`config.mk`:
```
export PLATFORM = sky130hd
export DESIGN_NAME = mem_bist_ctrl_flat
export DESIGN_NICKNAME = d
export VERILOG_FILES = /design/src/rtl/mem_bist_if.sv /design/src/rtl/mem_bist_ctrl.sv /design/src/flat_wrapper.sv
export SDC_FILE = /design/constraint.sdc
export NUM_CORES = 1
export LEC_CHECK = 0
export ABC_CLOCK_PERIOD_IN_PS = 5950
export CAP_MARGIN = 25
export CORE_MARGIN = 2
export CORE_UTILIZATION = 50
export CTS_BUF_LIST = sky130_fd_sc_hd__clkbuf_8
export DETAILED_ROUTE_END_ITERATION = 10
export GPL_ROUTABILITY_DRIVEN = 0
export PLACE_DENSITY = 0.77
export SYNTH_ARGS = -nofsm -noshare
export SYNTH_HDL_FRONTEND = slang
export SYNTH_SLANG_ARGS = --single-unit
```
`constraint.sdc`:
```
create_clock -name clk -period 5.95 [get_ports clk]
set_input_delay 1.19 -clock clk [delete_from_list [all_inputs] [get_ports clk]]
set_output_delay 1.19 -clock clk [all_outputs]
set_load 0.02 [all_outputs]
```
`src/rtl/mem_bist_if.sv`:
```
// Memory-side port bundle between the BIST sequencer (master) and reg_mem (slave).
// mem_rdata is the memory's registered data_out, valid one cycle after a read address.
interface mem_bist_if #(
    parameter int unsigned DATA_WIDTH = 8,
    parameter int unsigned ADDR_BITS  = 6
);
    logic [ADDR_BITS-1:0]  mem_addr;
    logic [DATA_WIDTH-1:0] mem_wdata;
    logic                  mem_wen;
    logic [DATA_WIDTH-1:0] mem_rdata;

    modport master (
        output mem_addr,
        output mem_wdata,
        output mem_wen,
        input  mem_rdata
    );

    modport slave (
        input  mem_addr,
        input  mem_wdata,
        input  mem_wen,
        output mem_rdata
    );
endinterface

```
`src/rtl/mem_bist_ctrl.sv`:
```
// Two-pass write/read-verify BIST sequencer for the single-port register memory.
// Pass 0 uses P(a) = SEED + a, pass 1 uses ~P(a); the first mismatch ends the sweep.
module mem_bist_ctrl #(
    parameter int unsigned DATA_WIDTH = 8,
    parameter int unsigned ADDR_BITS  = 6,
    parameter logic [7:0]  SEED       = 8'hA5
) (
    input  logic                  clk,
    input  logic                  rst_n,
    input  logic                  start,
    mem_bist_if.master            mem,
    output logic                  busy,
    output logic                  done,
    output logic                  pass,
    output logic [ADDR_BITS-1:0]  fail_addr,
    output logic [DATA_WIDTH-1:0] fail_data
);

    localparam logic [2:0] StIdle = 3'd0;
    localparam logic [2:0] StW0   = 3'd1;
    localparam logic [2:0] StR0   = 3'd2;
    localparam logic [2:0] StW1   = 3'd3;
    localparam logic [2:0] StR1   = 3'd4;
    localparam logic [2:0] StDone = 3'd5;

    localparam logic [ADDR_BITS-1:0]  LastAddr = {ADDR_BITS{1'b1}};
    localparam logic [DATA_WIDTH-1:0] SeedW    = DATA_WIDTH'(SEED);

    logic [2:0]            state_q, state_d;
    logic [ADDR_BITS-1:0]  addr_q, addr_d;
    logic [DATA_WIDTH-1:0] wdata_q, wdata_d;
    logic                  wen_q, wen_d;
    logic                  drain_q, drain_d;
    logic                  rd_vld_q, rd_vld_d;
    logic [ADDR_BITS-1:0]  rd_addr_q, rd_addr_d;
    logic                  busy_q, busy_d;
    logic                  done_q, done_d;
    logic                  pass_q, pass_d;
    logic [ADDR_BITS-1:0]  fail_addr_q, fail_addr_d;
    logic [DATA_WIDTH-1:0] fail_data_q, fail_data_d;

    logic                  inv_phase;
    logic [DATA_WIDTH-1:0] rd_expect;
    logic                  mismatch;

    function automatic logic [DATA_WIDTH-1:0] pattern(input logic [ADDR_BITS-1:0] a,
                                                      input logic inv);
        logic [DATA_WIDTH-1:0] p;
        p = SeedW + DATA_WIDTH'(a);
        return p ^ {DATA_WIDTH{inv}};
    endfunction

    // Pass 1 phases (W1/R1) use the inverted pattern.
    assign inv_phase = (state_q == StW1) || (state_q == StR1);

    // rd_vld_q/rd_addr_q lag the read address by one cycle, matching reg_mem's read latency.
    assign rd_expect = pattern(rd_addr_q, inv_phase);
    assign mismatch  = rd_vld_q && (mem.mem_rdata != rd_expect);

    always_comb begin
        state_d     = state_q;
        addr_d      = addr_q;
        wdata_d     = '0;
        wen_d       = 1'b0;
        drain_d     = drain_q;
        rd_vld_d    = 1'b0;
        rd_addr_d   = rd_addr_q;
        busy_d      = busy_q;
        done_d      = 1'b0;
        pass_d      = pass_q;
        fail_addr_d = fail_addr_q;
        fail_data_d = fail_data_q;

        case (state_q)
            StIdle: begin
                addr_d  = '0;
                drain_d = 1'b0;
                busy_d  = 1'b0;
                if (start) begin
                    state_d     = StW0;
                    busy_d      = 1'b1;
                    pass_d      = 1'b0;
                    fail_addr_d = '0;
                    fail_data_d = '0;
                    wen_d       = 1'b1;
                    wdata_d     = pattern('0, 1'b0);
                end
            end

            StW0, StW1: begin
                if (addr_q == LastAddr) begin
                    addr_d  = '0;
                    drain_d = 1'b0;
                    state_d = (state_q == StW0) ? StR0 : StR1;
                end else begin
                    addr_d  = addr_q + 1'b1;
                    wen_d   = 1'b1;
                    wdata_d = pattern(addr_d, inv_phase);
                end
            end

            StR0, StR1: begin
                if (mismatch) begin
                    fail_addr_d = rd_addr_q;
                    fail_data_d = mem.mem_rdata;
                    pass_d      = 1'b0;
                    busy_d      = 1'b0;
                    done_d      = 1'b1;
                    addr_d      = '0;
                    drain_d     = 1'b0;
                    state_d     = StDone;
                end else if (drain_q) begin
                    // Drain cycle: last read data is compared here, no new read issued.
                    drain_d = 1'b0;
                    addr_d  = '0;
                    if (state_q == StR0) begin
                        state_d = StW1;
                        wen_d   = 1'b1;
                        wdata_d = pattern('0, 1'b1);
                    end else begin
                        state_d = StDone;
                        busy_d  = 1'b0;
                        done_d  = 1'b1;
                        pass_d  = 1'b1;
                    end
                end else begin
                    rd_vld_d  = 1'b1;
                    rd_addr_d = addr_q;
                    if (addr_q == LastAddr) begin
                        drain_d = 1'b1;
                    end else begin
                        addr_d = addr_q + 1'b1;
                    end
                end
            end

            StDone: begin
                state_d = StIdle;
                busy_d  = 1'b0;
                addr_d  = '0;
            end

            default: begin
                state_d = StIdle;
                busy_d  = 1'b0;
                addr_d  = '0;
                drain_d = 1'b0;
            end
        endcase
    end

    always_ff @(posedge clk or negedge rst_n) begin
        if (!rst_n) begin
            state_q     <= StIdle;
            addr_q      <= '0;
            wdata_q     <= '0;
            wen_q       <= 1'b0;
            drain_q     <= 1'b0;
            rd_vld_q    <= 1'b0;
            rd_addr_q   <= '0;
            busy_q      <= 1'b0;
            done_q      <= 1'b0;
            pass_q      <= 1'b0;
            fail_addr_q <= '0;
            fail_data_q <= '0;
        end else begin
            state_q     <= state_d;
            addr_q      <= addr_d;
            wdata_q     <= wdata_d;
            wen_q       <= wen_d;
            drain_q     <= drain_d;
            rd_vld_q    <= rd_vld_d;
            rd_addr_q   <= rd_addr_d;
            busy_q      <= busy_d;
            done_q      <= done_d;
            pass_q      <= pass_d;
            fail_addr_q <= fail_addr_d;
            fail_data_q <= fail_data_d;
        end
    end

    assign mem.mem_addr  = addr_q;
    assign mem.mem_wdata = wdata_q;
    assign mem.mem_wen   = wen_q;
    assign busy          = busy_q;
    assign done          = done_q;
    assign pass          = pass_q;
    assign fail_addr     = fail_addr_q;
    assign fail_data     = fail_data_q;

endmodule
```
`src/flat_wrapper.sv`:
```
// flat-port wrapper written by rule: the top's interface ports become plain ports
module mem_bist_ctrl_flat 
#(
    parameter int unsigned DATA_WIDTH = 8,
    parameter int unsigned ADDR_BITS  = 6,
    parameter logic [7:0]  SEED       = 8'hA5
)
  (clk, rst_n, start, busy, done, pass, fail_addr, fail_data, mem_mem_addr, mem_mem_wdata, mem_mem_wen, mem_mem_rdata);
  mem_bist_if #(.DATA_WIDTH(DATA_WIDTH), .ADDR_BITS(ADDR_BITS)) mem_i ();
  input  logic clk;
  input  logic rst_n;
  input  logic start;
  output logic busy;
  output logic done;
  output logic pass;
  output logic [ADDR_BITS-1:0] fail_addr;
  output logic [DATA_WIDTH-1:0] fail_data;
  output wire logic [$bits(mem_i.mem_addr)-1:0] mem_mem_addr;
  output wire logic [$bits(mem_i.mem_wdata)-1:0] mem_mem_wdata;
  output wire logic [$bits(mem_i.mem_wen)-1:0] mem_mem_wen;
  input wire logic [$bits(mem_i.mem_rdata)-1:0] mem_mem_rdata;
  assign mem_mem_addr = mem_i.mem_addr;
  assign mem_mem_wdata = mem_i.mem_wdata;
  assign mem_mem_wen = mem_i.mem_wen;
  assign mem_i.mem_rdata = mem_mem_rdata;
  mem_bist_ctrl #(.DATA_WIDTH(DATA_WIDTH), .ADDR_BITS(ADDR_BITS), .SEED(SEED)) u_core (.clk(clk), .rst_n(rst_n), .start(start), .mem(mem_i), .busy(busy), .done(done), .pass(pass), .fail_addr(fail_addr), .fail_data(fail_data));
endmodule
```
==> impl_metrics.py, run 1 <==
metrics = {
    "layout": {
        "fin_cells": 310,
        "drive_above_1_share_pct": 6.98,
        "n_antenna_cell": 0,
        "nets": 271,
        "nFillCells": 376,
        "area_delta_synth_final_pct": 21.7,
    },
    "pwr": {
        "p_leak_nw": 1.23,
        "pwr-share-seq_pct": 33.4,
        "p_comb_share_pct": 53.6,
        "power.switching_mw": 0.631,
        "ir_drop_uv": 281,
        "power.share.clock_pct": 13.0,
        "internal_power_mw": 0.816,
        "powerDensity_nw_per_um2": 509,
        "sw_frac_of_total_pct": 43.6,
    },
    "sta": {
        "final_min_period_over_clock_period_pct": 61.0,
        "tns_ns": 0,
        "relSlewSlack_pct": 35.2,
        "hold_viol_final": 0,
        "rsz0062_at_grt": "no",
        "setup_slack_ns": 2.32,
        "worst_pin_slew_ns": 0.969,
        "skew_ns": 0.00933,
        "final-setup-viol-count": 0,
        "fmax_mhz": 275,
        "fin_crit_ns": 3.63,
        "slew_violations": 0,
    },
    "synthesis": {
        "synth_ff_type": "dfrtp_1",
        "async_reset_ff_share_pct": 100,
        "post_synth_inst_count": 219,
        "yosysUniqueCellTypes": 55,
        "ys_seq_elements": 43,
        "syn_area_um2": 2340,
        "syn_nets": 233,
        "seq_area_frac_synth_pct": 46.1,
        "yosys-top-cells-count": "dfrtp_1 (43), a22o_1 (15), nor2_1 (13), xnor2_1 (13), o21ai_0 (12)",
        "avgSynthCellArea_um2": 10.7,
        "synth.area.top_cells": "dfrtp_1 (46%), a22o_1 (5.6%), xnor2_1 (4.9%), xor2_1 (4.1%), mux2_1 (2.9%)",
        "synth_top_area_share_pct": 46.1,
        "yosysTopAreaCell": "dfrtp_1",
        "synth_edf_count": 0,
        "yosys_warnings": 0,
        "synth_most_common_cell": "dfrtp_1",
    },
    "setup_path": {
        "r2r_cells": 8,
        "cp_max_fo": 11,
        "reg2reg_to": "u_core.fail_data[5]$_DFFE_PN0P_",
        "end_kind": "flip-flop",
        "reg2reg_slack_ns": 2.91,
        "crit_path_start_kind": "primary input",
        "cp.arrival_ns": 3.81,
        "required_ns": 6.13,
        "r2r_start": "u_core.rd_addr_q[0]$_DFFE_PN0P_",
        "path_class": "in2reg",
    },
    "placement": {
        "pre_cts_slack_ns": 2.01,
        "io_buffers": 42,
        "dp_cells": 302,
        "hpwl_um": 3640,
    },
    "drt": {
        "wl_per_cell_um": 16.3,
        "vias": 1852,
        "vias_per_cell": 5.97,
        "drtPass1Iterations": 4,
        "detail-route-antenna-nets": 0,
        "drt_wl_total_um": 5060,
        "drtIter0Drc": 183,
        "drc": 0,
    },
    "hold_path": {
        "hold_start": "u_core.fail_addr[3]$_DFFE_PN0P_",
        "hold_end": "u_core.fail_addr[3]$_DFFE_PN0P_",
        "hold_depth": 1,
        "hold_class": "reg2reg",
    },
    "grt": {
        "grt_pass1_vias": 1711,
        "grt_pass1_wl_um": 8510,
        "grt.overflow.total": 0,
        "grt.total_usage_pct": 20.8,
        "antenna_found_initial": 0,
        "grt_max_degree": 44,
    },
    "floorplanning": {
        "io_pins": 43,
        "core_um2": 4410,
        "die_w_um": 72.4,
        "row_count": 24,
        "initial_core_util_pct": 52.9,
        "die_h_um": 72.4,
        "fp.dieArea_um2": 5230,
    },
    "cts": {
        "cts_resized": 0,
        "cts_tree": "built",
        "clk_pin_slew_ns": 0.08,
        "clk_latency_ns": 0.29,
        "ctsHoldBuffers": 0,
        "htree_levels": 2,
        "clockBufferDepth": 2,
        "cts.sink_count": 43,
        "cts_buffers": 5,
        "postCtsSetupBuffers": 0,
        "cts_root_buf": "clkbuf_8",
    },
    "status": {
        "status": "complete, no violations",
    },
    "flow_run": {
        "max-cap-violations": 0,
    },
}
-- how the worst max path moves through the flow --
stage	from	to	slack, ns	cells past startpoint
floorplan	mem_mem_rdata[5]	u_core.rd_addr_q[0]$_DFFE_PN0P_	2.69	8
global placement	mem_mem_rdata[5]	u_core.rd_addr_q[0]$_DFFE_PN0P_	2.06	8
detailed placement	mem_mem_rdata[5]	u_core.rd_addr_q[4]$_DFFE_PN0P_	2.01	8
CTS	mem_mem_rdata[5]	u_core.rd_addr_q[4]$_DFFE_PN0P_	2.32	8
global route	mem_mem_rdata[5]	u_core.rd_addr_q[2]$_DFFE_PN0P_	2.22	8
finish	mem_mem_rdata[5]	u_core.rd_addr_q[4]$_DFFE_PN0P_	2.32	8
-- critical path: stages --
cell and delay [ns]:
clkdlybuf4s50_1 0.43, xor2_1 0.16, or3_1 0.40, and2_4 0.17, o32a_4 0.40, o21a_4 0.25
nor3_4 0.43, mux2_1 0.37
-- cells by family after synthesis --
family          after synthesis  share of synthesized area [%]
fa+ha+maj                     3                           1.61
mux                           9                           4.18
simple gates                 58                           13.5
flops                        43                           46.1
xor+xnor                     24                           9.00
buf+inv                      17                           3.86
compound gates               65                           21.8
-- power groups by stage --
stage	logic [mW]	clock network, mW	registers [mW]
2_1_floorplan	0.489	0	0.538
3_3_place_gp	0.761	0	0.486
3_5_place_dp	0.774	0	0.489
4_1_cts	0.776	0.194	0.484
5_1_grt	0.848	0.206	0.500
6_report	0.776	0.188	0.483
-- area by class of cell --
cell class	instances	area, um2	area share [%]
Timing Repair Buffer	42	415	14.6
Clock inverter	3	25.0	0.880
Sequential cell	43	1080	37.9
Clock buffer	5	68.8	2.42
Inverter	6	22.5	0.792
Tap cell	52	65.1	2.29
Multi-Input combinational cell	159	1170	41.2
-- layout by cell type, fill, tap and decap left out, types with 2 or more instances in the layout --
master	count
xnor2_1	13
o21bai_1	2
clkbuf_8	5
inv_1	6
xor2_1	11
o22ai_1	5
nor2_1	13
nand3_1	6
o2bb2ai_1	2
o21ai_0	12
nand2b_1	2
ha_1	3
and3_1	4
o31ai_1	2
clkinv_4	2
mux2i_1	3
clkdlybuf4s50_1	41
a2bb2oi_1	3
a22o_1	15
dfrtp_1	43
or3_1	3
a21oi_1	8
nor3_1	8
nand2_1	10
mux2_1	6
-- state kept, by name, indices dropped and copies added, names as in the netlist, 3 cells and up --
| signal | cells |
|---|---|
| u_core.fail_addr | 6 |
| u_core.fail_data | 8 |
| u_core.mem.mem_addr | 6 |
| u_core.mem.mem_wdata | 8 |
| u_core.rd_addr_q | 6 |
| u_core.state_q | 3 |
-- per-layer routing --
layer  vias up  routed length (um)  global-route usage, %
met5         -                   0                      0
met3         4                 294                   4.72
met2        60                2320                   29.6
li1        883                   -                      -
met4         0                  44                   5.24
met1       905                2400                   32.0
-- through the flow --
stage | power (mW) | instance area (um2) | util (%) | hold WS, ns
6_report | 1.45 | 2840 | 64.4 | 0.504
5_1_grt | 1.55 | 2840 | 64.4 | 0.527
4_1_cts | 1.45 | 2840 | 64.4 | 0.508
3_5_place_dp | 1.26 | 2750 | 62.3 | 0.482
3_3_place_gp | 1.25 | 2750 | 62.3 | 0.484
2_1_floorplan | 1.03 | 2340 | - | 0.508
Note: power is estimated with default switching activity, not from simulation.
==> run 2: changes to the inputs <==
ABC_CLOCK_PERIOD_IN_PS = 3200   (was 5950)
CORE_UTILIZATION = 49   (was 50)
PLACE_DENSITY = 0.79   (was 0.77)
clock period = 3.2 ns   (was 5.95 ns; I/O delays follow)
==> run 2 against run 1 <==
  * Flip-flop and latch count did not move
  * Register-to-register slack worse by 2.6 ns
  * Clock power increased by 99%
  * Via count grew 0.22%
  * Critical path type unchanged
  * Largest power group unchanged
==> impl_metrics.py, run 2 (same netlist as run 1, synthesis figures left out) <==
metrics = {
    "status": {
        "status": "complete, no violations",
    },
    "sta": {
        "worst_pin_slew_ns": 0.558,
        "final_min_period_over_clock_period_pct": 91.1,
        "relSlewSlack_pct": 62.8,
        "skew_ns": 0.00488,
        "rsz0062_at_grt": "no",
        "hold_viol_final": 0,
        "slew_violations": 0,
        "tns_ns": 0,
        "fin_crit_ns": 2.92,
        "hold_ws_ns": 0.305,
        "setup_slack_ns": 0.284,
        "fmax_mhz": 343,
        "final-setup-viol-count": 0,
    },
    "cts": {
        "clockBufferDepth": 2,
        "clk_pin_slew_ns": 0.08,
        "htree_levels": 2,
        "cts_buffers": 5,
        "cts_tree": "built",
        "postCtsSetupBuffers": 0,
        "cts_root_buf": "clkbuf_8",
        "cts.sink_count": 43,
        "clk_latency_ns": 0.30,
    },
    "pwr": {
        "powerDensity_nw_per_um2": 954,
        "power.switching_mw": 1.19,
        "p_leak_nw": 1.29,
        "power.share.clock_pct": 13.2,
        "ir_drop_uv": 502,
        "internal_power_mw": 1.63,
        "sw_frac_of_total_pct": 42.2,
        "p_comb_share_pct": 55.1,
        "pwr-share-seq_pct": 31.6,
    },
    "drt": {
        "detail-route-antenna-nets": 0,
        "drt_wl_total_um": 5210,
        "vias": 1856,
        "drc": 0,
        "wl_per_cell_um": 16.2,
        "vias_per_cell": 5.78,
        "drtPass1Iterations": 4,
        "drtIter0Drc": 119,
    },
    "setup_path": {
        "cpPeakStageDelay_ns": 0.44,
        "path_class": "in2reg",
        "cpLargestDelayFamily": "simple AND/OR/NAND/NOR gates",
        "cp.arrival_ns": 3.10,
        "r2r_cells": 8,
        "r2r_start": "u_core.rd_addr_q[0]$_DFFE_PN0P_",
        "end_kind": "flip-flop",
        "path_buf_inv": 1,
        "path_depth": 8,
        "cp_max_fo": 7,
        "cp_cell_sequence": "clkdlybuf4s50_1, xor2_1, or3_1, and2_4, o32a_4, o21a_4, nor3_4, mux2_1",
        "reg2reg_slack_ns": 0.33,
        "reg2reg_to": "u_core.rd_addr_q[4]$_DFFE_PN0P_",
        "required_ns": 3.38,
        "crit_path_start_kind": "primary input",
        "cp_slowest_cell": "clkdlybuf4s50_1",
    },
    "floorplanning": {
        "core_um2": 4660,
        "fp.dieArea_um2": 5340,
        "initial_core_util_pct": 50.1,
        "io_pins": 43,
        "die_w_um": 73.0,
        "row_count": 25,
        "die_h_um": 73.0,
    },
    "layout": {
        "n_antenna_cell": 0,
        "fin_cells": 321,
        "mostFrequentLayoutCell": "dfrtp_1",
        "area_delta_synth_final_pct": 26.5,
        "nets": 280,
        "mostFrequentLayoutCells": "dfrtp_1 (43), clkdlybuf4s50_1 (41), a22o_1 (15)",
        "drive_above_1_share_pct": 10.1,
    },
    "grt": {
        "grt_max_degree": 44,
        "grt_pass1_vias": 1718,
        "grt.overflow.total": 0,
        "antenna_found_initial": 0,
        "grt_pass1_wl_um": 8420,
        "grt.total_usage_pct": 20.8,
    },
    "placement": {
        "pre_cts_slack_ns": -0.0846,
        "io_buffers": 42,
        "hpwl_um": 3690,
        "dp_cells": 312,
    },
    "hold_path": {
        "hold_class": "in2async",
    },
    "flow_run": {
        "max-cap-violations": 0,
    },
}
run 2: cell count changes in the layout (fill, tap and decap cells not counted), sizes merged:
cell,before,now
clkbuf,5,7
clkinv,2,0
clkinvlp,1,0
inv,6,7
buf,1,10
run 2: area by class of cell:
cell class,instances,area (um2)
sequential,43,1080
timing repair buffer,51,515
clock buffer,7,96.3
fill,373,1710
inverter,6,22.5
multi-input combinational,159,1170
tap,54,67.6
clock inverter,1,3.75
run 2: routing by layer:
layer  GRT usage, %  part of all wire [%]  up-vias
li1               -                     -      902
met1           30.2                    47      882
met2           30.2                    45       60
met3           5.25                   5.6       12
met4           7.00                   1.9        0
met5              0                     0        -
run 2: worst max-delay path by stage:
stage,from,slack (ns),endpoint
finish,mem_mem_rdata[5],0.28,u_core.rd_addr_q[4]$_DFFE_PN0P_
global route,u_core.rd_addr_q[0]$_DFFE_PN0P_,0.15,u_core.mem.mem_addr[5]$_DFFE_PN0P_
CTS,u_core.rd_addr_q[0]$_DFFE_PN0P_,0.15,u_core.fail_addr[3]$_DFFE_PN0P_
detailed placement,mem_mem_rdata[4],-0.08,u_core.fail_data[4]$_DFFE_PN0P_
global placement,mem_mem_rdata[5],-0.03,u_core.rd_addr_q[4]$_DFFE_PN0P_
floorplan,mem_mem_rdata[5],0.49,u_core.rd_addr_q[0]$_DFFE_PN0P_
run 2: repair_timing:
action,in CTS,in global routing
setup endpoints to repair,0,14
gates resized for setup,0,1
hold buffers,0,0
run 2: metrics by stage:
stage	utilization, %	area [um2]	power [mW]
3_3_place_gp	60.6	2820	2.41
6_report	63.4	2950	2.82
2_1_floorplan	-	2340	1.91
5_1_grt	63.4	2950	3.01
3_5_place_dp	60.6	2820	2.44
4_1_cts	62.7	2920	2.82
run 2: power by group through the flow:
stage | sequential, mW | combinational [mW] | clock [mW]
after floorplan | 1.00 | 0.909 | 0
after global placement | 0.899 | 1.52 | 0
after detailed placement | 0.898 | 1.54 | 0
after CTS | 0.891 | 1.54 | 0.382
after global routing | 0.920 | 1.68 | 0.404
final | 0.892 | 1.55 | 0.374
==> run 3: changes to the inputs <==
CORE_MARGIN = unset   (was 2)
==> run 3 against run 2 <==
  * The run now ends with design-rule violations left
  * Final cell count fell by 1.2%
  * Routed wire length fell by 1.7%
  * Sequential share of layout area rose by 0.61 points
  * Power fell by 1.1%
  * Worst setup slack got worse by 0.028 ns
  * Combinational power barely moved
  * Die area fell by 5.4%
  * Core utilization rose by 1.6 points
  * Sequential power fell by 1%
  * Clock skew fell by 0.0014 ns
  * Highest routed layer unchanged
  * Critical path type unchanged
  * Critical path depth rose by 1
  * First-iteration DRC count rose by 20%
==> impl_metrics.py, run 3 (same netlist as run 1, synthesis figures left out) <==
metrics = {
    "floorplanning": {
        "die_h_um": 71.0,
        "io_pins": 43,
        "die_w_um": 71.0,
        "core_um2": 4470,
        "row_count": 24,
        "initial_core_util_pct": 52.2,
        "fp.dieArea_um2": 5050,
    },
    "drt": {
        "wl_per_cell_um": 16.2,
        "drc": 5,
        "vias_per_cell": 5.90,
        "vias": 1870,
        "drtPass1Iterations": 7,
        "detail-route-antenna-nets": 0,
        "drt_wl_total_um": 5120,
        "drtIter0Drc": 143,
    },
    "pwr": {
        "power.switching_mw": 1.20,
        "pwr-share-seq_pct": 31.6,
        "internal_power_mw": 1.59,
        "powerDensity_nw_per_um2": 960,
        "sw_frac_of_total_pct": 43.1,
        "p_comb_share_pct": 56.1,
        "p_leak_nw": 1.26,
        "power.share.clock_pct": 12.3,
        "ir_drop_uv": 464,
    },
    "grt": {
        "grt.overflow.total": 0,
        "grt_pass1_vias": 1746,
        "antenna_found_initial": 0,
        "grt_max_degree": 44,
        "grt_pass1_wl_um": 8470,
        "grt.total_usage_pct": 22.0,
    },
    "layout": {
        "regArea_um2": 1080,
        "fin_cells": 317,
        "nets": 278,
        "multi_input_area_um2": 1170,
        "mostFrequentLayoutCell": "dfrtp_1",
        "area_delta_synth_final_pct": 24.4,
        "mostFrequentLayoutCells": "dfrtp_1 (43), clkdlybuf4s50_1 (41), a22o_1 (15)",
        "n_antenna_cell": 0,
        "nFillCells": 354,
        "drive_above_1_share_pct": 9.81,
    },
    "sta": {
        "tns_ns": 0,
        "fmax_mhz": 340,
        "rsz0062_at_grt": "no",
        "slew_violations": 0,
        "skew_ns": 0.00350,
        "final_min_period_over_clock_period_pct": 92.0,
        "relSlewSlack_pct": 38.1,
        "hold_viol_final": 0,
        "fin_crit_ns": 2.94,
        "worst_pin_slew_ns": 0.929,
        "final-setup-viol-count": 0,
    },
    "flow_run": {
        "max-cap-violations": 0,
    },
    "cts": {
        "clk_pin_slew_ns": 0.08,
        "cts.sink_count": 43,
        "cts_buffers": 5,
        "cts_tree": "built",
        "clk_latency_ns": 0.30,
        "cts_root_buf": "clkbuf_8",
        "htree_levels": 2,
        "clockBufferDepth": 2,
        "postCtsSetupBuffers": 0,
    },
    "setup_path": {
        "end_kind": "flip-flop",
        "required_ns": 3.42,
        "cp_max_fo": 7,
        "cpLargestDelayFamily": "simple AND/OR/NAND/NOR gates",
        "path_class": "in2reg",
        "cp_slowest_cell": "clkdlybuf4s50_1",
        "cp.arrival_ns": 3.16,
        "r2r_cells": 9,
        "path_depth": 9,
        "cp_cell_sequence": "clkdlybuf4s50_1, xor2_1, or3_1, and2_4, o32a_4, o21a_4, nor3_4, buf_4, a2bb2oi_1",
        "cpPeakStageDelay_ns": 0.45,
        "crit_path_start_kind": "primary input",
        "path_buf_inv": 2,
    },
    "status": {
        "violations": "design-rule violations",
        "status": "finished, violations left",
    },
    "placement": {
        "dp_cells": 309,
        "io_buffers": 42,
        "hpwl_um": 3680,
    },
    "hold_path": {
        "hold_class": "in2async",
    },
}
run 3: changes by cell type in the layout (fill, tap and decap cells not counted):
cell	delta
clkbuf_8	-2
clkinv_2	+1
clkinvlp_4	+2
inv_1	-1
buf_4	-1
buf_16	-1
run 3: worst paths after layout:
| check | start | to | slack [ns] |
|---|---|---|---|
| min in group clk | u_core.fail_data[3]$_DFFE_PN0P_ | u_core.fail_data[3]$_DFFE_PN0P_ | 0.51 |
| max in group asynchronous | rst_n | u_core.state_q[2]$_DFFE_PN0P_ | 2.15 |
| setup reg to reg | u_core.rd_addr_q[0]$_DFFE_PN0P_ | u_core.mem.mem_addr[3]$_DFFE_PN0P_ | 0.31 |
| setup / recovery | mem_mem_rdata[5] | u_core.mem.mem_addr[3]$_DFFE_PN0P_ | 0.26 |
| hold reg to reg | u_core.fail_data[3]$_DFFE_PN0P_ | u_core.fail_data[3]$_DFFE_PN0P_ | 0.51 |
| hold / removal | rst_n | u_core.fail_addr[2]$_DFFE_PN0P_ | 0.48 |
run 3: repair_timing:
action	4_1_cts	5_1_grt
resized for setup	0	1
setup endpoints to repair	0	14
hold buffers	0	0
run 3: power by group through the flow:
stage	logic, mW	registers [mW]	clock network (mW)
after detailed placement	1.55	0.890	0
after floorplan	0.909	1.00	0
after global placement	1.52	0.885	0
final	1.56	0.882	0.343
after global routing	1.69	0.907	0.371
after CTS	1.56	0.880	0.349
run 3: area by class of cell:
cell class,count,share of cell area (%)
clock buffer,5,2.37
clock inverter,3,0.689
inverter,6,0.775
multi-input combinational,159,40.4
sequential,43,37.0
tap,52,2.24
timing repair buffer,49,16.5
run 3: through the flow:
| stage | hold slack (ns) | power, mW | utilization [%] | cell area [um2] | setup slack, ns |
|---|---|---|---|---|---|
| floorplan | 0.344 | 1.91 | - | 2340 | 0.491 |
| global placement | 0.483 | 2.41 | 62.9 | 2810 | -0.0275 |
| detailed placement | 0.487 | 2.44 | 62.9 | 2810 | -0.0689 |
| CTS | 0.498 | 2.78 | 64.9 | 2900 | 0.177 |
| global route | 0.525 | 2.97 | 64.9 | 2910 | 0.124 |
| finish | 0.476 | 2.79 | 64.9 | 2910 | 0.255 |
run 3: layer usage:
metal	track usage, %	up-vias	routed length, um
met5	0	-	0
met4	11.6	0	142
met3	4.84	14	273
met2	31.1	60	2310
met1	31.5	896	2400
li1	-	900	-
